$ cat src/rtl/div_seq_ctrl.sv
// ============================================================================
//  Module   : div_seq_ctrl
//  Purpose  : Multi-cycle restoring-division sequencer for DIV. Drives an
//             external shared subtractor (A + ~B + 1) one trial subtraction
//             per cycle and assembles quotient and remainder.
//  Ports    : clock, clear        - clock / async active-high reset
//             start, signed_op    - request (sampled in IDLE), signedness
//             dividend, divisor   - operands, sampled with start
//             busy, done          - status (busy in RUN/FIX, done one pulse)
//             div_zero, quotient,
//             remainder           - results, held between operations
//             sub_en/sub_a/sub_b  - to shared subtractor (zero when idle)
//             sub_diff/sub_cout   - from shared subtractor
//  Revision : 1.0 - initial release
// ============================================================================
`default_nettype none

module div_seq_ctrl #(
   parameter int               WIDTH    = 32,
   parameter int               CNT_W    = 6,
   parameter logic [WIDTH-1:0] DBZ_QUOT = 32'hFFFFFFFF
) (
   input  logic             clock,
   input  logic             clear,
   input  logic             start,
   input  logic             signed_op,
   input  logic [WIDTH-1:0] dividend,
   input  logic [WIDTH-1:0] divisor,
   output logic             busy,
   output logic             done,
   output logic             div_zero,
   output logic [WIDTH-1:0] quotient,
   output logic [WIDTH-1:0] remainder,
   output logic             sub_en,
   output logic [WIDTH-1:0] sub_a,
   output logic [WIDTH-1:0] sub_b,
   input  logic [WIDTH-1:0] sub_diff,
   input  logic             sub_cout
);

   typedef enum logic [1:0] {
      S_IDLE = 2'd0,
      S_RUN  = 2'd1,
      S_FIX  = 2'd2,
      S_DONE = 2'd3
   } state_t;

   localparam logic [CNT_W-1:0] C_LAST_ITER = CNT_W'(WIDTH - 1);

   state_t             state_q, state_d;
   logic [CNT_W-1:0]   cnt_q, cnt_d;
   logic [WIDTH-1:0]   q_q, q_d;       // working dividend / quotient shift reg
   logic [WIDTH-1:0]   r_q, r_d;       // partial remainder
   logic [WIDTH-1:0]   dvs_q, dvs_d;   // divisor magnitude
   logic               q_neg_q, q_neg_d;
   logic               r_neg_q, r_neg_d;
   logic [WIDTH-1:0]   quot_q, quot_d;
   logic [WIDTH-1:0]   rem_q, rem_d;
   logic               dz_q, dz_d;

   logic [WIDTH-1:0]   w_shift_r;
   logic               w_ov;
   logic               w_a_neg, w_b_neg;
   logic [WIDTH-1:0]   w_mag_a, w_mag_b;

   // Bit shifted out of R; when set the true 33-bit partial remainder is
   // already >= divisor, and the modulo-2^WIDTH difference is exact.
   assign w_ov      = r_q[WIDTH-1];
   assign w_shift_r = {r_q[WIDTH-2:0], q_q[WIDTH-1]};

   assign w_a_neg = signed_op & dividend[WIDTH-1];
   assign w_b_neg = signed_op & divisor[WIDTH-1];
   assign w_mag_a = w_a_neg ? (~dividend + WIDTH'(1)) : dividend;
   assign w_mag_b = w_b_neg ? (~divisor + WIDTH'(1)) : divisor;

   always_ff @(posedge clock or posedge clear) begin
      if (clear) begin
         state_q <= S_IDLE;
         cnt_q   <= '0;
         q_q     <= '0;
         r_q     <= '0;
         dvs_q   <= '0;
         q_neg_q <= 1'b0;
         r_neg_q <= 1'b0;
         quot_q  <= '0;
         rem_q   <= '0;
         dz_q    <= 1'b0;
      end else begin
         state_q <= state_d;
         cnt_q   <= cnt_d;
         q_q     <= q_d;
         r_q     <= r_d;
         dvs_q   <= dvs_d;
         q_neg_q <= q_neg_d;
         r_neg_q <= r_neg_d;
         quot_q  <= quot_d;
         rem_q   <= rem_d;
         dz_q    <= dz_d;
      end
   end

   always_comb begin
      state_d = state_q;
      cnt_d   = cnt_q;
      q_d     = q_q;
      r_d     = r_q;
      dvs_d   = dvs_q;
      q_neg_d = q_neg_q;
      r_neg_d = r_neg_q;
      quot_d  = quot_q;
      rem_d   = rem_q;
      dz_d    = dz_q;
      sub_en  = 1'b0;
      sub_a   = '0;
      sub_b   = '0;

      case (state_q)
         S_IDLE: begin
            if (start) begin
               if (divisor == '0) begin
                  quot_d  = DBZ_QUOT;
                  rem_d   = dividend;
                  dz_d    = 1'b1;
                  state_d = S_DONE;
               end else begin
                  dz_d    = 1'b0;
                  q_d     = w_mag_a;
                  r_d     = '0;
                  dvs_d   = w_mag_b;
                  q_neg_d = w_a_neg ^ w_b_neg;
                  r_neg_d = w_a_neg;
                  cnt_d   = '0;
                  state_d = S_RUN;
               end
            end
         end
         S_RUN: begin
            sub_en = 1'b1;
            sub_a  = w_shift_r;
            sub_b  = dvs_q;
            if (w_ov || sub_cout) begin
               r_d = sub_diff;
               q_d = {q_q[WIDTH-2:0], 1'b1};
            end else begin
               r_d = w_shift_r;
               q_d = {q_q[WIDTH-2:0], 1'b0};
            end
            if (cnt_q == C_LAST_ITER) begin
               state_d = S_FIX;
            end else begin
               cnt_d = cnt_q + CNT_W'(1);
            end
         end
         S_FIX: begin
            // Truncating division: remainder carries the dividend's sign.
            quot_d  = q_neg_q ? (~q_q + WIDTH'(1)) : q_q;
            rem_d   = r_neg_q ? (~r_q + WIDTH'(1)) : r_q;
            state_d = S_DONE;
         end
         default: begin
            state_d = S_IDLE;
         end
      endcase
   end

   assign busy      = (state_q == S_RUN) || (state_q == S_FIX);
   assign done      = (state_q == S_DONE);
   assign div_zero  = dz_q;
   assign quotient  = quot_q;
   assign remainder = rem_q;

endmodule

`default_nettype wire

$ cat config.mk
export PLATFORM = sky130hd
export DESIGN_NAME = div_seq_ctrl
export DESIGN_NICKNAME = d
export VERILOG_FILES = /design/src/rtl/div_seq_ctrl.sv
export SDC_FILE = /design/constraint.sdc
export NUM_CORES = 1
export LEC_CHECK = 0
export CAP_MARGIN = 20
export CORE_ASPECT_RATIO = 1.75
export CORE_MARGIN = 8
export CORE_UTILIZATION = 60
export CTS_BUF_LIST = sky130_fd_sc_hd__clkbuf_16
export DETAILED_ROUTE_END_ITERATION = 12
export DONT_BUFFER_PORTS = 1
export PLACE_DENSITY = 0.72
export REMOVE_ABC_BUFFERS = 1
export SLEW_MARGIN = 20
export SYNTH_ARGS = -nofsm -noshare
export SYNTH_HDL_FRONTEND = slang
export SYNTH_SLANG_ARGS = --single-unit
export TNS_END_PERCENT = 1
$ cat constraint.sdc
create_clock -name clock -period 13.4 [get_ports clock]
set_input_delay 1.34 -clock clock [delete_from_list [all_inputs] [get_ports clock]]
set_output_delay 1.34 -clock clock [all_outputs]
set_load 0.02 [all_outputs]
Yosys cells after proc, flatten, opt, wreduce, memory -nomap -nowiden
Cells that the tools add are included.
{"block": "word_totals", "reg_bits": 171, "inputBits": 101, "output_inout_bits": 132, "word_cells": 74}
{"block": "op_classes", "addsub": 5, "n_eq_ne": 9, "n_mux": 30, "n_bitwise": 8, "reduce_logical": 12}
{"op": "two-way mux 32 bit", "n": 15}
{"op": "case mux 32 bit (2 select lines)", "n": 4}
{"op": "adder 32 x 1 -> 32 bit (second input constant)", "n": 4}
{"op": "NOT 32 bit", "n": 4}
{"op": "zero test 32 bit", "n": 1}
{"op": "two-way mux 6 bit", "n": 3}
{"op": "case mux 6 bit (2 select lines)", "n": 1}
{"op": "inequality test 2 bit (second input constant)", "n": 5}
{"op": "AND reduction 3 bit", "n": 3}
{"op": "adder 6 x 1 -> 6 bit (second input constant)", "n": 1}
{"op": "equality test 6 x 5 -> 1 bit (second input constant)", "n": 1}
{"op": "two-way mux 2 bit", "n": 3}
{"op": "case mux 2 bit (3 select lines)", "n": 1}
{"op": "equality test 2 bit (second input constant)", "n": 2}
{"op": "AND reduction 2 bit", "n": 2}
{"op": "AND reduction 4 bit", "n": 1}
{"op": "nonzero test 2 bit", "n": 2}
{"op": "two-way mux 1 bit", "n": 3}
{"op": "AND 1 bit", "n": 2}
{"op": "equality test 2 x 1 -> 1 bit (second input constant)", "n": 1}
{"op": "zero test 2 bit", "n": 1}
{"op": "logical OR 1 bit", "n": 2}
{"op": "NOT 1 bit", "n": 1}
{"op": "bitwise XOR 1 bit", "n": 1}

Longest topological paths before layout
{"block": "depth", "ltp_word": 6, "depth_mapped": 11, "ltp_nobuf": 8}

Worst setup path before layout
No wires, ideal clock.
{"block": "synth_path", "path_kind": "input-to-reg", "from": "input divisor[11]", "to": "register q_q[19]", "setup_ns": 0.094, "arrival_ns": 3.231, "t_required_ns": 13.306, "path_slack_ns": 10.075, "cell_stages": 9, "n_path_buf": 3, "path_cell_list": "or4_1 -> nor4_4 -> and4_1 -> buf_4 -> o22a_2 -> buf_6 -> buf_6 -> nor3_1 -> a221oi_2"}
{"block": "synth_between", "elab_chain_len": 3}
{"item": "from (decl)", "line": "28", "rtl": "input logic [WIDTH-1:0] divisor,"}
{"item": "zero test 32 bit", "line": "120", "rtl": "if (divisor == '0) begin"}
{"item": "inequality test 2 bit (no source line)"}
{"item": "AND reduction 3 bit (no source line)"}
{"item": "to (signal assigned)", "line": "91", "rtl": "q_q <= q_d;"}
{"item": "to (decl)", "line": "52", "rtl": "logic [WIDTH-1:0] q_q, q_d;"}
Every way passes these cells.
A chain may end at the register's enable or synchronous reset.

Final worst setup path
{"block": "layout_path", "from": "input divisor[11]", "to": "register q_q[21]"}
The elaborated chain is that of the path after synthesis.

==> metrics.csv <==
metric;value;unit
worstPathArrival;4420;ps
drcViolationCount;0;
die-height;190;um
worstPathRequired;13740;ps
synth_top_area_share;41.3;%
r2r_setup_slack;10200;ps
holdPathEnd;dvs_q[0];
ir_drop;0.000124;V
n_antenna_cell;0;
worstPathMaxFanout;113;
rsz0062_at_grt;no;
cts_buffers;17;
critPathLaunchType;input pin;
drive_gt1_share;5.82;%
relSlewSlack;31.6;%
ys_ff_latch;171;
drv_slew;0;
yosysSeqAreaShare;41.3;%
grt_pass1_wl;45.4;mm
critPathKind;in -> reg;
finalCriticalPeriod;4080;ps
fillCellCount;1504;
cts_buffer_depth;2;
start_util;61.2;%
finalWeightedCongestion;0.903;
finalSetupViolations;0;
finalHoldWorstSlack;501;ps
vias;8642;
synthArstFlopShare;100;%
cts_setup_buffers;0;
synth.largest_area_cell;dfrtp_1;
worstHoldPathCells;1;
drv_cap;0;
finalClockSkew;11.5;ps
ys.flop_type;dfrtp_1;
cts-htree-levels;4;
cts_tree;yes;
synthMostInstantiatedCell;dfrtp_1;
hpwl;21.5;mm
clk_pin_slew;70;ps
die_width;115;um
hold_buffers;0;
netlist_instances;1207;
r2r_end;cnt_q[0];
wire_per_inst;20.8;um
reg2reg_depth;7;
synth_common_cells;171 x dfrtp_1, 138 x nor2_1, 114 x nand2_1;
antenna_found_initial;0;
tns;0;ps
cts.sinks;171;
power_density;240;nW/um2
area_growth;6.43;%
cts_root_buffer;clkbuf_16;
cts_resized;0;
ant_nets;0;
status;finished, final reports clean;
firstDrtPassIters;7;
hp-start;dvs_q[0];
placed_cell_area;10400;um2
rows;63;
portBuffers;0;
track_usage;26.5;%
worst_pin_slew;1030;ps
finalWirelength;29.1;mm
synth_edf_count;0;
crit_path_end_kind;flop;
core-area;16900;um2
timing.rr.start;state_q[1];
max_freq;0.245;GHz
nNetsFinal;1266;
syn_area;10400;um2
fin_total_pwr;2640;uW
io-pin-count;233;
clock_latency;430;ps
synth.area.top_cells;dfrtp_1 41%, xor2_1 5.6%, nor2_1 5.0%, o21ai_0 4.5%, xnor2_1 4.2%;
gr-total-overflow;0;
yosys_warnings;0;
drtIter0Drc;449;
syn_avg_cell_area;8.59;um2
p_leak;0.00449;uW
finish.instance_area;11000;um2
ys_types;56;
final_min_period_over_clock_period;30.4;%
via_per_inst;6.19;
hold_violations;0;
hold_path.class;reg -> reg;
grt_max_degree;114;
first_global_vias;8586;
die-area;21900;um2
## layout make-up
class,instances,area (um2),share of cell area [%]
clock inverters,14,160,1.45
well taps,227,284,2.57
multi-input cells,927,5690,51.6
clock buffers,17,425,3.85
flip-flops and latches,171,4280,38.8
repair buffers,11,86.3,0.782
inverters,28,110,0.998
## flip-flops by register name, summed over array words and instances (netlist names)
name / flops
remainder: 32
div_zero: 1
quotient: 32
state_q: 2
cnt_q: 6
r_neg_q: 1
q_neg_q: 1
r_q: 32
q_q: 32
dvs_q: 32
## worst max-delay path, stage by stage
cell,delay [ps]
or4_1,600
nor4_4,420
and4_1,540
o22a_4,890
nor2_1,290
a221oi_2,300
## where the power goes
part / switching (uW) / internal (uW) / total (uW)
clock network: 210 / 290 / 500
registers: 327 / 728 / 1050
logic: 696 / 392 / 1090
## how the worst max path moves through the flow
stage | start | end | slack (ps) | cells past startpoint
final | divisor[11] | q_q[21] | 9320 | 6
after global routing | divisor[11] | q_q[29] | 9140 | 6
after CTS | divisor[11] | q_q[21] | 9340 | 6
after detailed placement | divisor[11] | q_q[29] | 8930 | 6
after global placement | divisor[11] | q_q[21] | 8990 | 6
after floorplan | clear | cnt_q[0] | 7430 | 1
## metrics by stage
stage	setup slack, ps	util [%]	std cells
5_1_grt	9140	65.1	1395
3_5_place_dp	8930	61.6	1363
4_1_cts	9340	65.0	1394
3_3_place_gp	8990	61.6	1363
6_report	9320	65.1	1395
2_1_floorplan	7430	-	1126
## per-layer routing
layer	part of all wire, %	GRT usage, %	vias up
met4	4.5	14.7	0
met2	52	47.4	278
met1	35	26.2	4117
li1	-	-	4179
met5	0	0	-
met3	8.3	8.44	68
## cell families (layout without fill, tap and decap cells)
kind of cell | after synthesis | in the layout | synth area share, %
adder cells (fa/ha/maj) | 9 | 9 | 1.09
AND/OR/NAND/NOR | 426 | 426 | 20.0
buffers and inverters | 109 | 70 | 4.39
XOR/XNOR | 116 | 116 | 9.80
AO/OA/AOI/OAI | 351 | 351 | 21.0
flip-flops | 171 | 171 | 41.3
multiplexers | 25 | 25 | 2.49
## layout by cell type (no fill, tap or decap), types with 3 or more instances in the layout
cell type	count
a211oi_1	17
nor2b_1	5
or4_4	3
inv_1	30
o31ai_1	25
nor2_1	135
or4_1	16
clkinv_4	4
or3_1	9
mux2_2	6
o41ai_1	17
mux2i_1	19
nand3_1	11
a21o_1	18
clkbuf_16	17
nor3_1	23
o211ai_1	4
a31oi_1	37
o22ai_1	30
xor2_1	66
a221oi_2	4
ha_1	7
nor3b_1	3
buf_4	10
nand2_1	114
nor4_1	17
o21ai_0	94
bufinv_16	3
a21oi_1	87
nand4_1	6
xnor2_1	50
and2_1	66
nand3b_1	3
dfrtp_1	171
No activity file was read; power rests on OpenSTA's default activity.
